## config.mk

```make
export PLATFORM = sky130hd
export DESIGN_NAME = stack_ctrl
export DESIGN_NICKNAME = d
export VERILOG_FILES = /design/src/rtl/stack_defs.sv /design/src/rtl/lat_counter.sv /design/src/rtl/stack_ctrl.sv
export SDC_FILE = /design/constraint.sdc
export NUM_CORES = 1
export LEC_CHECK = 0
export ABC_AREA = 1
export BUFFER_PORTS_ARGS = -buffer_cell sky130_fd_sc_hd__clkbuf_2
export CAP_MARGIN = 20
export CORE_ASPECT_RATIO = 0.75
export CORE_MARGIN = 3
export CORE_UTILIZATION = 43
export CTS_BUF_LIST = sky130_fd_sc_hd__clkbuf_2
export DETAILED_ROUTE_END_ITERATION = 10
export PLACE_DENSITY = 0.71
export SYNTH_ARGS = -nofsm -noshare
export SYNTH_HDL_FRONTEND = slang
export SYNTH_SLANG_ARGS = --single-unit
export TNS_END_PERCENT = 5
```

## constraint.sdc

```tcl
create_clock -name clock -period 8.9 [get_ports clock]
set_input_delay 2.225 -clock clock [delete_from_list [all_inputs] [get_ports clock]]
set_output_delay 2.225 -clock clock [all_outputs]
set_load 0.01 [all_outputs]
```

## src/rtl/stack_defs.sv

```systemverilog
// rtl/stack_defs.sv - opcode and state encodings shared by the stack controller
package stack_defs;

  localparam logic [1:0] OP_NOP  = 2'b00;
  localparam logic [1:0] OP_PUSH = 2'b01;
  localparam logic [1:0] OP_POP  = 2'b10;
  localparam logic [1:0] OP_TOP  = 2'b11;

  typedef enum logic [1:0] {
    ST_IDLE    = 2'b00,
    ST_WRITE   = 2'b01,
    ST_WAIT_RD = 2'b10
  } state_e;

endpackage

```

## src/rtl/lat_counter.sv

```systemverilog
// rtl/lat_counter.sv - loadable down-counter timing out the memory read delay
module lat_counter #(
  parameter int LAT_CYCLES = 1
) (
  input  logic clk_i,
  input  logic rst_i,
  input  logic load_i,
  input  logic dec_i,
  output logic zero_o
);

  localparam int W = $clog2(LAT_CYCLES + 1);
  localparam logic [W-1:0] LOAD_VAL = W'(LAT_CYCLES);
  localparam logic [W-1:0] ONE      = W'(1);

  logic [W-1:0] cnt_q, cnt_d;

  always_comb begin
    cnt_d = cnt_q;
    if (load_i)
      cnt_d = LOAD_VAL;
    else if (dec_i && cnt_q != '0)
      cnt_d = cnt_q - ONE;
  end

  // Flag looks at the next value so the caller acts on the very edge the count hits zero.
  assign zero_o = (cnt_d == '0);

  always_ff @(posedge clk_i or posedge rst_i) begin
    if (rst_i) cnt_q <= '0;
    else       cnt_q <= cnt_d;
  end

endmodule

```

## src/rtl/stack_ctrl.sv

```systemverilog
// rtl/stack_ctrl.sv - LIFO stack controller driving a dual-port memory
module stack_ctrl
  import stack_defs::*;
#(
  parameter int N          = 1024,
  parameter int M          = 32,
  parameter int IND_SIZE   = $clog2(N),
  parameter int LAT_CYCLES = 1
) (
  input  logic                clock,
  input  logic                reset,
  input  logic                op_valid,
  input  logic [1:0]          op_code,
  input  logic [M-1:0]        op_data,
  output logic                op_ready,
  output logic                res_valid,
  output logic [M-1:0]        res_data,
  output logic                res_err,
  output logic [IND_SIZE:0]   count,
  output logic                full,
  output logic                empty,
  output logic [IND_SIZE-1:0] mem_ind1,
  output logic [IND_SIZE-1:0] mem_ind2,
  output logic [M-1:0]        mem_in,
  output logic                mem_beta,
  input  logic [M-1:0]        mem_out2
);

  localparam logic [IND_SIZE:0]   CNT_N   = (IND_SIZE+1)'(N);
  localparam logic [IND_SIZE:0]   CNT_ONE = (IND_SIZE+1)'(1);
  localparam logic [IND_SIZE-1:0] IND_ONE = IND_SIZE'(1);

  state_e              state_q, state_d;
  logic [IND_SIZE:0]   sp_q, sp_d;
  logic [IND_SIZE-1:0] ind1_q, ind1_d;
  logic [M-1:0]        win_q, win_d;
  logic                beta_q, beta_d;
  logic                rv_q, rv_d;
  logic                rerr_q, rerr_d;
  logic [M-1:0]        rdata_q, rdata_d;
  logic                pop_q, pop_d;

  logic accept, is_push, is_rd, push_ok, rd_ok, op_err, lat_zero;
  logic [IND_SIZE-1:0] top_ind;

  assign op_ready = (state_q == ST_IDLE);
  assign full     = (sp_q == CNT_N);
  assign empty    = (sp_q == '0);
  assign count    = sp_q;
  assign accept   = op_valid && op_ready;
  assign is_push  = (op_code == OP_PUSH);
  assign is_rd    = (op_code == OP_POP) || (op_code == OP_TOP);
  assign push_ok  = accept && is_push && !full;
  assign rd_ok    = accept && is_rd && !empty;
  assign op_err   = accept && ((is_push && full) || (is_rd && empty));

  // Low bits wrap correctly even when sp == N.
  assign top_ind  = sp_q[IND_SIZE-1:0] - IND_ONE;
  assign mem_ind2 = empty ? '0 : top_ind;

  assign mem_ind1  = ind1_q;
  assign mem_in    = win_q;
  assign mem_beta  = beta_q;
  assign res_valid = rv_q;
  assign res_err   = rerr_q;
  assign res_data  = rdata_q;

  lat_counter #(.LAT_CYCLES(LAT_CYCLES)) u_lat (
    .clk_i  (clock),
    .rst_i  (reset),
    .load_i (rd_ok),
    .dec_i  (state_q == ST_WAIT_RD),
    .zero_o (lat_zero)
  );

  always_ff @(posedge clock or posedge reset) begin
    if (reset) begin
      state_q <= ST_IDLE;
      sp_q    <= '0;
      ind1_q  <= '0;
      win_q   <= '0;
      beta_q  <= 1'b0;
      rv_q    <= 1'b0;
      rerr_q  <= 1'b0;
      rdata_q <= '0;
      pop_q   <= 1'b0;
    end else begin
      state_q <= state_d;
      sp_q    <= sp_d;
      ind1_q  <= ind1_d;
      win_q   <= win_d;
      beta_q  <= beta_d;
      rv_q    <= rv_d;
      rerr_q  <= rerr_d;
      rdata_q <= rdata_d;
      pop_q   <= pop_d;
    end
  end

  always_comb begin
    state_d = state_q;
    case (state_q)
      ST_IDLE: begin
        if (push_ok)    state_d = ST_WRITE;
        else if (rd_ok) state_d = ST_WAIT_RD;
      end
      ST_WRITE:   state_d = ST_IDLE;
      ST_WAIT_RD: if (lat_zero) state_d = ST_IDLE;
      default:    state_d = ST_IDLE;
    endcase
  end

  always_comb begin
    sp_d    = sp_q;
    ind1_d  = ind1_q;
    win_d   = win_q;
    beta_d  = 1'b0;
    rv_d    = 1'b0;
    rerr_d  = 1'b0;
    rdata_d = rdata_q;
    pop_d   = pop_q;
    case (state_q)
      ST_IDLE: begin
        if (push_ok) begin
          ind1_d = sp_q[IND_SIZE-1:0];
          win_d  = op_data;
          beta_d = 1'b1;
        end
        if (rd_ok) pop_d = (op_code == OP_POP);
        if (op_err) begin
          rv_d    = 1'b1;
          rerr_d  = 1'b1;
          rdata_d = '0;
        end
      end
      ST_WRITE: begin
        sp_d    = sp_q + CNT_ONE;
        rv_d    = 1'b1;
        rdata_d = win_q;
      end
      ST_WAIT_RD: begin
        if (lat_zero) begin
          rv_d    = 1'b1;
          rdata_d = mem_out2;
          if (pop_q) sp_d = sp_q - CNT_ONE;
        end
      end
      default: ;
    endcase
  end

endmodule

```

---- Word level (Yosys, flattened, before mapping) ----
Index checks and enable logic that the tools add are counted.
storage, ports and cells
  register bits after elaboration ......... 92
  bits of input ports ..................... 69
  output and inout bits ................... 101
  word-level logic and storage cells ...... 65
operators by class
  $add $sub $neg .......................... 4
  equality and inequality tests ........... 10
  muxes and demuxes ....................... 19
  reduce and logical (&&, ||, !) cells .... 22
operators with widths
  operator               count
  $pmux 32 s3            1
  $mux 32                2
  $mux 11                2
  $pmux 11 s2            1
  $add 11x1->11 const B  1
  $eq 11x11->1 const B   1
  $logic_not 11->1       1
  $sub 11x1->11 const B  1
  $mux 10                1
  $sub 10x1->10 const B  1
  $logic_and 1x1->1      9
  $mux 1                 7
  $eq 2x2->1 const B     3
  $mux 2                 3
  $reduce_and 2->1       3
  $reduce_and 3->1       2
  $eq 2x1->1 const B     2
  $ne 2x2->1 const B     2
  $pmux 2 s2             1
  $ne 3x1->1 const B     1
  $pmux 1 s3             1
  $reduce_bool 3->1      1
  $logic_not 1->1        2
  $logic_not 2->1        1
  4 further kinds        5

---- Logic depth before layout (Yosys ltp) ----
  depth after elaboration ................. 7
  gate-level depth with buffers ........... 15

---- Modules after synthesis ----
Synthesis repeated with hierarchy kept, for this count alone.
second synthesis, totals
  cell total of the unflattened synthesis .. 673
  area, all modules ....................... 4,902.2 µm²
by module, submodules not included
  module       times used  cells each  area an instance (µm²)  seq. area each (µm²)
  stack_ctrl   1           666         4,849.7                 2,277.2
  lat_counter  1           7           52.6                    25.0

---- Worst setup path before layout ----
Ideal clock, no wire load.
  path kind ............................... flip-flop to output port
  start ................................... reg sp_q[0], in the netlist count[0]
  end ..................................... out mem_ind2[8]
  arrival time ............................ 1.505 ns
  slack ................................... 5.170 ns
  stages on the path, launching flop included .. 9
  path buffers ............................ 0
  path through ............................ dfrtp_1 > inv_1 > ha_1 > nand2_1 > nor2_1 > inv_1 > nor2_1 > a31oi_1 > nor3_1
on the way
  word-level cells in the longest chain between the ends .. 2
  elaborated cells between the ends (all ways) .. 3
  those cells by class .................... 1 x add/sub; 1 x mux; 1 x reduce/logical
RTL lines
  item                                               RTL line                            text
  start: declaration                                 stack_ctrl.sv:34                    logic [IND_SIZE:0] sp_q, sp_d;
  start signal: assignment                           stack_ctrl.sv:89                    sp_q <= sp_d;
  $sub 10x1->10 or $logic_not 11->1 (tied branches)  stack_ctrl.sv:58, stack_ctrl.sv:48
  $mux 10 (*)                                        stack_ctrl.sv:59                    assign mem_ind2 = empty ? '0 : top_ind;
  end: declaration                                   stack_ctrl.sv:23                    output logic [IND_SIZE-1:0] mem_ind2,
Mark *: on every way between the ends. The rest lies on a longest branch, timed or not.

---- Worst setup path in the final report ----
  start ................................... reg sp_q[0], in the netlist count[0]
  end ..................................... out mem_ind2[6]
Same word-level chain as after synthesis.

==> qor.csv <==
metric,value,unit
pre_cts_ws,4.70,ns
detail-route-antenna-nets,0,
vias,4886,
cp_slowest_stage_delay,0.50,ns
fin_tns_setup,0,ns
tritoncts,built,
crit_type,reg2out,
initialDrtViolationCount,404,
cts_setup_buffers,0,
pwr-share-clk,0.138,
min_path_type,reg2reg,
ios,170,
reg2reg_slack,5.91,ns
fin_crit,4.71,ns
firstDrtPassIters,5,
hold_viol,0,
rsz0062_at_grt,no,
synthDistinctLibCells,33,
htreeDepth,3,
drt-total-wl,14.5,mm
synth_edf_count,0,
min_period_over_period,0.529,
n_antenna_cell,0,
path_cells,"inv_1, ha_1, nand2_1, nor2_1, inv_1, nor2_1, nand2_1, o21ai_0, a21oi_1, clkbuf_2",
critPathCaptureType,output port,
hpwl,10.6,mm
start_kind,register,
swShare,0.475,
cp_slowest_cell,dfrtp_1,
synth_ff_type,dfrtp_1,
finClkSkew,0.0325,ns
p_total,1.99,mW
clock_sinks,91,
status,finished clean,
antenna_found_initial,0,
ys_top_cells_by_area,"dfrtp_1, nand2_1, nand3_1",
fp.dieArea,12500,um^2
coreArea,10600,um^2
avgSynthCellArea,7.40,um^2
hold_ws,0.505,ns
yosys.area_share.adder,0.0208,
cellLeakagePower,3.29,nW
clkLatencyLatePin,0.58,ns
final_util,0.551,
whs_path_depth,2,
critPathTopFamily,flip-flops,
routabilityCongestion,0.964,
grt_max_degree,60,
dieHeight,97.6,um
reg2reg_to,state_q[0]$_DFFE_PP0P_,
async_flop_share,1.00,
vdd_ir_drop_max,0.133,mV
final_area,5850,um^2
min_to,res_data[12]$_DFFE_PP0P_,
wl_per_cell,15.4,um
synth-simple-area-share,0.352,
drcViolationCount,0,
slew_viol_final,0,
cts.clk_slew.worst_paths,0.26,ns
critPathRequiredTime,6.68,ns
ctsResizeCount,0,
combPwrFrac,0.485,
cap_violations,0,
synth_top_family_by_area,simple AND/OR/NAND/NOR gates,
gr-total-overflow,0,
cellPowerDensity,340,nW/um^2
rr_worst_depth,8,
pwr-share-seq,0.377,
synthXorXnorAreaFrac,0.0182,
cts_buffers,9,
n_fill_cell,1018,
placed_area,5680,um^2
cp_max_fo,7,
viasPerCell,5.19,
path_buf_inv,3,
synth_seq_cells,91,
synth.area.mux_share,0,
clock_path_buffers,2,
placedCellCount,926,
max_freq,212,MHz
internal_power,1.04,mW
r2r-start,count[0]$_DFFE_PP0P_,
num-nets-final,878,
drive_gt1_frac,0.258,
synth_top_area_cell,dfrtp_1,
synth_cells,650,
syn_to_final_growth,21.5,%
ys_seq_area_frac,0.473,
relSlewSlack,0.304,
final-setup-viol-count,0,
floorplan.initialDensity,0.453,
die_x,128,um
grt_pass1_wl,23.6,mm
worst_pin_slew,1.04,ns
synth_top_area_frac,0.473,
io_buffers,169,
cts_hold_buffers,0,
netSwitchingPower,0.942,mW
worstPathArrival,2.48,ns
rows,32,
syn-cell-area,4810,um^2
setup_slack,4.19,ns
hp-start,res_data[12]$_DFFE_PP0P_,
grt_pass1_vias,4626,
synth_compound_area_frac,0.0759,
synth_nets,727,
final_cells,942,
synth_warnings,0,
root_buffer,clkbuf_2,
track_usage,0.234,
-- tightest hold or removal path, stage by stage (launching register included) --
cell and delay, ns:
dfrtp_1 0.40, nand2_1 0.05, nand2_1 0.04
-- cell type report --
class                      count  area [um^2]  area share
sequential                    91         2280       0.389
multi-input combinational    497         2250       0.385
timing repair buffer         172          868       0.149
tap                          136          170      0.0291
inverter                      30          116      0.0199
clock inverter                 6          113      0.0193
clock buffer                  10         50.0     0.00856
-- flip-flops by register name, indices dropped and copies added, names as in the netlist --
name       count
mem_in        32
res_data      32
count         11
mem_ind1      10
state_q        2
mem_beta       1
pop_q          1
res_err        1
res_valid      1
-- worst max path at each step --
stage,to,start,cells past startpoint,slack (ns)
after floorplan,count[0]$_DFFE_PP0P_,reset,1,4.31
after global placement,state_q[0]$_DFFE_PP0P_,op_code[1],7,4.77
final,mem_ind2[6],count[0]$_DFFE_PP0P_,10,4.19
after detailed placement,mem_in[2]$_DFFE_PP0P_,op_code[1],8,4.70
after CTS,mem_ind2[6],count[0]$_DFFE_PP0P_,10,4.18
after global routing,mem_ind2[6],count[0]$_DFFE_PP0P_,10,3.95
-- power groups by stage --
| stage | sequential, mW | clock, mW | combinational, mW |
|---|---|---|---|
| 2_1_floorplan | 0.789 | 0 | 0.559 |
| 3_3_place_gp | 0.753 | 0 | 0.955 |
| 3_5_place_dp | 0.754 | 0 | 0.967 |
| 4_1_cts | 0.746 | 0.280 | 0.970 |
| 5_1_grt | 0.770 | 0.297 | 1.07 |
| 6_report | 0.748 | 0.274 | 0.964 |
-- kinds of logic after synthesis --
kind of cell    Yosys count
buf+inv                  62
flops                    91
compound gates           70
fa+ha+maj                 8
simple gates            409
xor+xnor                 10
-- placed cells by master (no fill, tap or decap) --
cell type   count
nand2_1       311
clkbuf_2      179
dfrtp_1        91
nand3_1        48
a21oi_1        41
nor2_1         28
inv_1          24
o21ai_0        22
xor2_1          9
ha_1            7
inv_2           4
nor3_1          4
nand2_4         3
a31oi_1         3
bufinv_16       3
buf_4           3
nand3_2         2
nor2_4          2
nand2_2         2
o21bai_1        2
nand3b_1        2
nand4_1         2
nor3_2          1
o21a_1          1
and2_1          1
a31o_2          1
xnor2_1         1
and3_2          1
inv_4           1
nand3_4         1
or2_2           1
clkinv_2        1
ha_2            1
inv_8           1
clkinv_1        1
clkinvlp_4      1
-- synth_stat cells (3+ instances only) --
cell and n:
a21oi_1 41, a31oi_1 3, buf_1 3, buf_2 11
buf_4 4, buf_6 3, clkbuf_1 11, dfrtp_1 91
ha_1 8, inv_1 25, inv_2 4, nand2_1 312
nand2_4 3, nand3_1 48, nor2_1 28, nor3_1 4
o21ai_0 22, xor2_1 9
-- layer usage --
| metal | routed length [um] | vias up | track usage |
|---|---|---|---|
| met2 | 6400 | 213 | 0.350 |
| li1 | - | 2354 | - |
| met5 | 0 | - | 0 |
| met1 | 6730 | 2299 | 0.340 |
| met4 | 209 | 0 | 0.0669 |
| met3 | 1200 | 20 | 0.0538 |
(Power assumes the default switching activity.)
